File: config.mk
export PLATFORM = sky130hd
export DESIGN_NAME = mod_tx_scheduler_flat
export DESIGN_NICKNAME = d
export VERILOG_FILES = /design/src/rtl/mod_tx_scheduler_pkg.sv /design/src/rtl/mod_tx_scheduler_if.sv /design/src/rtl/mod_tx_scheduler_phase_accum.sv /design/src/rtl/mod_tx_scheduler.sv /design/src/flat_wrapper.sv
export SDC_FILE = /design/constraint.sdc
export NUM_CORES = 1
export LEC_CHECK = 0
export CELL_PAD_IN_SITES_DETAIL_PLACEMENT = 1
export CELL_PAD_IN_SITES_GLOBAL_PLACEMENT = 1
export CORE_AREA = 2 2 65 67
export DETAILED_ROUTE_END_ITERATION = 8
export DIE_AREA = 0 0 67 69
export GPL_ROUTABILITY_DRIVEN = 0
export GPL_TIMING_DRIVEN = 0
export PLACE_DENSITY_LB_ADDON = 0.05
export SETUP_SLACK_MARGIN = 0.2
export SKIP_LAST_GASP = 1
export SLEW_MARGIN = 5
export SYNTH_ARGS = -nofsm -noshare
export SYNTH_HDL_FRONTEND = slang
export SYNTH_HIERARCHICAL = 1
export SYNTH_SLANG_ARGS = --single-unit
File: constraint.sdc
create_clock -name clk -period 8.7 [get_ports clk]
set_input_delay 1.305 -clock clk [delete_from_list [all_inputs] [get_ports clk]]
set_output_delay 1.305 -clock clk [all_outputs]
set_load 0.05 [all_outputs]
File: src/rtl/mod_tx_scheduler_pkg.sv
// rtl/mod_tx_scheduler_pkg.sv - shared types and decode helpers for the transmit scheduler
package mod_pkg;

  typedef enum logic [1:0] {QA, QB, QC, QD} quad_t;
  typedef enum logic {IDLE, SEND} state_t;

  localparam logic MODE_ASK = 1'b0;
  localparam logic MODE_FSK = 1'b1;

  // Returns {p,s} for the mixer select lines.
  function automatic logic [1:0] quad_ps(input quad_t q);
    logic [1:0] ps;
    case (q)
      QA:      ps = 2'b00;
      QB:      ps = 2'b10;
      QC:      ps = 2'b01;
      default: ps = 2'b11;
    endcase
    return ps;
  endfunction

  function automatic quad_t quad_next(input quad_t q);
    quad_t n;
    case (q)
      QA:      n = QB;
      QB:      n = QC;
      QC:      n = QD;
      default: n = QA;
    endcase
    return n;
  endfunction

endpackage

File: src/rtl/mod_tx_scheduler_if.sv
// rtl/mod_tx_scheduler_if.sv - byte handshake and modulator select bundle
interface mod_tx_scheduler_if;
  logic       mode;
  logic [7:0] din;
  logic       din_valid;
  logic       din_ready;
  logic       busy;
  logic       p;
  logic       s;
  logic       amp;
  logic       sym_strobe;
  logic       frame_done;

  modport master (
    output mode, din, din_valid,
    input  din_ready, busy, p, s, amp, sym_strobe, frame_done
  );

  modport slave (
    input  mode, din, din_valid,
    output din_ready, busy, p, s, amp, sym_strobe, frame_done
  );
endinterface

File: src/rtl/mod_tx_scheduler_phase_accum.sv
// rtl/mod_tx_scheduler_phase_accum.sv - phase accumulator driving the four-quadrant carrier FSM
module phase_accum
  import mod_pkg::*;
#(
  parameter int CNT_W = 6
) (
  input  logic             clk,
  input  logic             rst,
  input  logic             clr,
  input  logic             en,
  input  logic [CNT_W-1:0] step,
  output quad_t            quadrant,
  output logic             carry
);

  logic [CNT_W-1:0] acc;
  logic [CNT_W:0]   sum;

  // One extra bit so the overflow is visible as the carry.
  assign sum   = {1'b0, acc} + {1'b0, step};
  assign carry = sum[CNT_W];

  always_ff @(posedge clk or posedge rst) begin
    if (rst) begin
      acc      <= '0;
      quadrant <= QA;
    end else if (clr) begin
      acc      <= '0;
      quadrant <= QA;
    end else if (en) begin
      acc <= sum[CNT_W-1:0];
      if (carry) quadrant <= quad_next(quadrant);
    end
  end

endmodule

File: src/rtl/mod_tx_scheduler.sv
// rtl/mod_tx_scheduler.sv - serialises bytes MSB first into symbols and sequences the carrier phase
module mod_tx_scheduler
  import mod_pkg::*;
#(
  parameter int CNT_W   = 6,
  parameter int STEP_LO = 1,
  parameter int STEP_HI = 2,
  parameter int SYM_LEN = 256
) (
  input logic clk,
  input logic rst,
  mod_tx_scheduler_if.slave bus
);

  localparam int SC_W = (SYM_LEN > 1) ? $clog2(SYM_LEN) : 1;

  state_t           state;
  logic [7:0]       byte_r;
  logic             mode_r;
  logic [2:0]       bit_idx;
  logic [SC_W-1:0]  sym_cnt;
  logic             frame_done_r;

  logic             in_send;
  logic             cur_bit;
  logic             last_sym;
  logic             frame_end;
  logic             clr;
  logic [CNT_W-1:0] step;
  quad_t            quad;
  logic             carry_unused;

  assign in_send   = (state == SEND);
  assign cur_bit   = byte_r[bit_idx];
  assign last_sym  = (sym_cnt == SC_W'(SYM_LEN - 1));
  assign frame_end = in_send && last_sym && (bit_idx == 3'd0);
  assign step      = (mode_r == MODE_FSK && cur_bit) ? CNT_W'(STEP_HI) : CNT_W'(STEP_LO);
  // Phase is only reset when the frame really ends, so back-to-back bytes stay continuous.
  assign clr       = !in_send || (frame_end && !bus.din_valid);

  phase_accum #(.CNT_W(CNT_W)) u_phase (
    .clk      (clk),
    .rst      (rst),
    .clr      (clr),
    .en       (in_send),
    .step     (step),
    .quadrant (quad),
    .carry    (carry_unused)
  );

  always_ff @(posedge clk or posedge rst) begin
    if (rst) begin
      state        <= IDLE;
      byte_r       <= '0;
      mode_r       <= MODE_ASK;
      bit_idx      <= '0;
      sym_cnt      <= '0;
      frame_done_r <= 1'b0;
    end else begin
      frame_done_r <= 1'b0;
      case (state)
        IDLE: begin
          if (bus.din_valid) begin
            byte_r  <= bus.din;
            mode_r  <= bus.mode;
            bit_idx <= 3'd7;
            sym_cnt <= '0;
            state   <= SEND;
          end
        end
        default: begin
          if (last_sym) begin
            sym_cnt <= '0;
            if (bit_idx == 3'd0) begin
              // Chained byte keeps the frame's mode.
              if (bus.din_valid) begin
                byte_r  <= bus.din;
                bit_idx <= 3'd7;
              end else begin
                state        <= IDLE;
                frame_done_r <= 1'b1;
              end
            end else begin
              bit_idx <= bit_idx - 3'd1;
            end
          end else begin
            sym_cnt <= sym_cnt + SC_W'(1);
          end
        end
      endcase
    end
  end

  assign bus.din_ready     = !in_send || frame_end;
  assign bus.busy          = in_send;
  assign {bus.p, bus.s}    = quad_ps(quad);
  assign bus.amp           = in_send && (mode_r == MODE_FSK || cur_bit);
  assign bus.sym_strobe    = in_send && (sym_cnt == '0);
  assign bus.frame_done    = frame_done_r;

endmodule

File: src/flat_wrapper.sv
// flat-port wrapper written by rule: the top's interface ports become plain ports
module mod_tx_scheduler_flat import mod_pkg::*;
#(
  parameter int CNT_W   = 6,
  parameter int STEP_LO = 1,
  parameter int STEP_HI = 2,
  parameter int SYM_LEN = 256
)
  (clk, rst, bus_mode, bus_din, bus_din_valid, bus_din_ready, bus_busy, bus_p, bus_s, bus_amp, bus_sym_strobe, bus_frame_done);
  mod_tx_scheduler_if bus_i ();
  input logic clk;
  input logic rst;
  input wire logic [$bits(bus_i.mode)-1:0] bus_mode;
  input wire logic [$bits(bus_i.din)-1:0] bus_din;
  input wire logic [$bits(bus_i.din_valid)-1:0] bus_din_valid;
  output wire logic [$bits(bus_i.din_ready)-1:0] bus_din_ready;
  output wire logic [$bits(bus_i.busy)-1:0] bus_busy;
  output wire logic [$bits(bus_i.p)-1:0] bus_p;
  output wire logic [$bits(bus_i.s)-1:0] bus_s;
  output wire logic [$bits(bus_i.amp)-1:0] bus_amp;
  output wire logic [$bits(bus_i.sym_strobe)-1:0] bus_sym_strobe;
  output wire logic [$bits(bus_i.frame_done)-1:0] bus_frame_done;
  assign bus_i.mode = bus_mode;
  assign bus_i.din = bus_din;
  assign bus_i.din_valid = bus_din_valid;
  assign bus_din_ready = bus_i.din_ready;
  assign bus_busy = bus_i.busy;
  assign bus_p = bus_i.p;
  assign bus_s = bus_i.s;
  assign bus_amp = bus_i.amp;
  assign bus_sym_strobe = bus_i.sym_strobe;
  assign bus_frame_done = bus_i.frame_done;
  mod_tx_scheduler #(.CNT_W(CNT_W), .STEP_LO(STEP_LO), .STEP_HI(STEP_HI), .SYM_LEN(SYM_LEN)) u_core (.clk(clk), .rst(rst), .bus(bus_i));
endmodule
# == Word-level counts from Yosys, hierarchy flattened ==
# Cells that the tools add are included.
# classes
add_sub_neg,3
n_lt_le_gt_ge,1
n_eq_ne,5
mux,29
bitwise,1
n_reduce_logical,20
# ops
operator,count
8-bit 2-to-1 mux,7
3-bit 2-to-1 mux,4
6-bit 2-to-1 mux,2
2-bit case mux with 3 select lines,2
1-bit 2-to-1 mux,9
8-bit by 1-bit adder with 8-bit output (second input constant),1
8-bit == test (second input constant),1
8-bit logical NOT,1
2-bit 2-to-1 mux,4
6-bit by 6-bit adder with 7-bit output,1
1-bit logical AND,6
2-bit AND reduction,3
2-bit nonzero test,3
3-bit by 4-bit < comparator with 1-bit output (second input constant),1
2-bit inequality test (second input constant),2
1-bit binary-select mux with 3-bit select,1
3-bit logical NOT,1
1-bit logical OR,3
3-bit by 1-bit subtractor with 3-bit output (second input constant),1
2-bit by 1-bit == test with 1-bit output (second input constant),1
2-bit == test (second input constant),1
1-bit logical NOT,2
2-bit logical NOT,1
1-bit NOT,1
# totals
ff_bits,30
output_inout_bits,7

# == Logic depth before layout (Yosys ltp) ==
# logic_depth
depth_word,8
mapped_depth,9

# == Hierarchy ==
# Netlist, hierarchy kept.
# by_module_without_submodules
module,n_inst,cells_each,area_each_um2,seq_area_each_um2
mod_tx_scheduler,1,115,1242.4,550.5
phase_accum,1,65,600.6,200.2

# == Worst setup path before layout ==
# Ideal clock, no wire load.
# synth_path
path_type,register to output
startpoint,reg u_core.sym_cnt[0]
endpoint,out bus_sym_strobe
arrival_ns,2.662
t_required_ns,7.395
setup_slack_ns,4.733
stages_incl_launch_ff,5
path_buffers,0
cell_sequence,dfrtp_1 > inv_1 > ha_1 > or4b_2 > nor4_1
# synth_via
elab_chain_cells,2
# synth_rtl
item,line_no,rtl
"start, declared",mod_tx_scheduler.sv:21,logic [SC_W-1:0] sym_cnt;
"start signal, assigned",mod_tx_scheduler.sv:87,sym_cnt <= sym_cnt + SC_W'(1);
8-bit logical NOT,mod_tx_scheduler.sv:98,assign bus.sym_strobe = in_send && (sym_cnt == '0);
1-bit logical AND,mod_tx_scheduler.sv:98,
"end, declared",flat_wrapper.sv:21,output wire logic [$bits(bus_i.sym_strobe)-1:0] bus_sym_strobe;
# No other way between the ends.

# == Worst setup path after layout ==
# Ends and elaborated chain as after synthesis.

==> summary.md <==
| Metric | Value |
|---|---|
| RSZ-0062 raised after global routing | false |
| Leak Pwr | between 0.9 and 1 nW |
| CTS tree | yes |
| Filler cells | around 460 |
| Diodes inserted | 0 |
| Final period util | between 40% and 50% |
| Total track usage | about a fifth |
| Detailed Place HPWL | roughly 3300 µm |
| CTS Sinks | 30 |
| Req. time, crit path | ~7400 ps |
| Max Slew Vio Count | 0 |
| CP max stage delay | ~840 ps |
| Routed len/inst | between 15 and 20 µm |
| Worst-Skew Late Latency | around 270 ps |
| Vias in the first global route | 1,584 |
| Peak VDD IR | ~86 µV |
| Setup CP Type | register to output pin |
| CP endpoint kind | output pin |
| Post-DRT Antenna Nets | 0 |
| Initial antenna violation count | 0 |
| Post-CTS Setup Bufs | 0 |
| Core Area | 0.003914 mm² |
| Fmax | 258.5 MHz |
| Drt first pass iters | 4 |
| Hold Buf Count CTS | 0 |
| Htree depth | 2 |
| Number of nets in the layout | between 200 and 250 |
| Status | finished clean |
| Setup TNS | 0 ps |
| First-pass GRT wire length | approximately 7500 µm |
| # rows | 23 |
| Reg clk slew, reported paths | ~60 ps |
| DRT iter0 DRCs | 49 |
| Vias per cell | 5.768 |
| Maxcap violations | 0 |
| Via count | ~1,500 |
| Largest net degree at the start of global routing | 23 |
| Layout area overhead | 17.80% |
| Crit Path Max Fanout | 5 |
| Final hold vios | 0 |
| Clock Tree Root | clkbuf_8 |
| Tmin final | 3869 ps |
| Overflow after GRT | 0 |
| Crit path DAT | 2560 ps |
| Cts repair resizes | 0 |
| CP bufs+invs | 2 |
| Final WL | 4259 µm |
| Synth Cell Area | between 0.0015 and 0.002 mm² |
| Placed Area | about 0.0021 mm² |
| CTS Buf Count | 5 |
| Startpoint types | register |
| PwrDens | roughly 190 mW/mm² |
| Port Buf Inserts | 17 |
| Final number of setup-violating endpoints | 0 |
| Syn Area/Cell | between 10 and 15 µm² |
| Initial Utilization | 46.87% |
| IO Pins | 19 |
| Synth warn | 6 |
| Hold Crit Class | register to register |
| Die area | between 0.004 and 0.005 mm² |
| Worst-Margin Slew | 879.3 ps |
| Critical path's slowest cell | clkdlybuf4s50_1 |
| Cells after Synth | between 150 and 200 |
| Critical Path, Cell by Cell | inv_1 > ha_1 > or4b_2 > nor4_1 > clkdlybuf4s50_1 |
| Max_slew headroom | 41.31% |
| Clock Skews | 2.901 ps |
| Die W | 67 µm |
| Die Y-Extent | slightly below 70 µm |
| CTS Buffer Depth | 2 |
| Crit-path leading delay family | buffers and inverters |
| Layout Cell Area excl Fill | about 0.0022 mm² |
| Layout cells sized above 1 | a little over an eighth |
| Detailed-route DRC error count | 0 |
-- sequential cells by signal, summed over array words and instances (netlist names) --
signal and flops:
u_core/bit_idx 3, u_core/bus.busy 1, u_core/bus.frame_done 1, u_core/byte_r 8, u_core/mode_r 1, u_core/sym_cnt 8, u_core/u_phase/acc 6, u_core/u_phase/quadrant 2
-- layout by cell type (no fill, tap or decap), drive strengths merged, types with 2 or more instances in the layout --
cell type,n
o211ai,2
dfrtp,30
nor2,15
o41ai,2
conb,4
a21o,2
clkbuf,11
clkdlybuf4s50,17
a211oi,4
mux2,11
mux4,2
nand3,8
nand2b,2
nand2,15
o31ai,5
buf,2
o21a,2
mux2i,5
o21ai,10
a21oi,10
inv,13
nor2b,3
a22o,2
nor3,2
ha,10
nor4,2
-- area by class of cell --
type	count	area, µm²	area share [%]
Timing Repair Buffer	17	170.2	7.875
Sequential cell	30	750.7	34.74
Buffer	7	28.78	1.332
Inverter	13	48.80	2.258
Clock buffer	6	82.58	3.822
Multi-Input combinational cell	131	1017	47.08
Tap cell	50	62.56	2.895
-- final timing paths --
check | startpoint | slack (ps) | cells past startpoint | to
max | u_core/sym_cnt[0] | 4830 | 5 | bus_sym_strobe
min | u_core/byte_r[4] | 510 | 1 | u_core/byte_r[4]
max reg2reg | u_core/bit_idx[1] | 5580 | 9 | u_core/u_phase/quadrant[1]
min reg2reg | u_core/byte_r[4] | 510 | 1 | u_core/byte_r[4]
max in group asynchronous | rst | 6590 | 2 | u_core/sym_cnt[3]
min in group asynchronous | rst | 1340 | 2 | u_core/u_phase/acc[4]
-- report_power, final --
group          total (mW)  internal (mW)  switching (mW)
clock network       0.109         0.0609          0.0485
logic               0.133         0.0605          0.0724
registers           0.164          0.155         0.00969
total               0.407          0.276           0.131
-- per-layer routing --
layer	routed length, µm	global-route usage (%)	vias up	part of all wire (%)
met2	2244	35.86	30	53
met1	1820	26.38	743	43
met5	0	0	-	0
met3	149	5.383	4	3.5
li1	-	-	688	-
met4	44	5.669	0	1.0
-- per-stage QoR --
step           hold slack (ps)  total power, mW  utilization (%)  worst slack, ps  instances
2_1_floorplan            452.6           0.2642                -             4733        181
3_3_place_gp             480.9           0.2887            53.10             5138        248
3_5_place_dp             493.6           0.2986            53.10             5116        248
4_1_cts                  508.7           0.4096            55.21             4805        254
5_1_grt                  518.7           0.4348            55.21             4691        254
6_report                 508.6           0.4065            55.21             4831        254
Power figures use the tool's default switching activity.
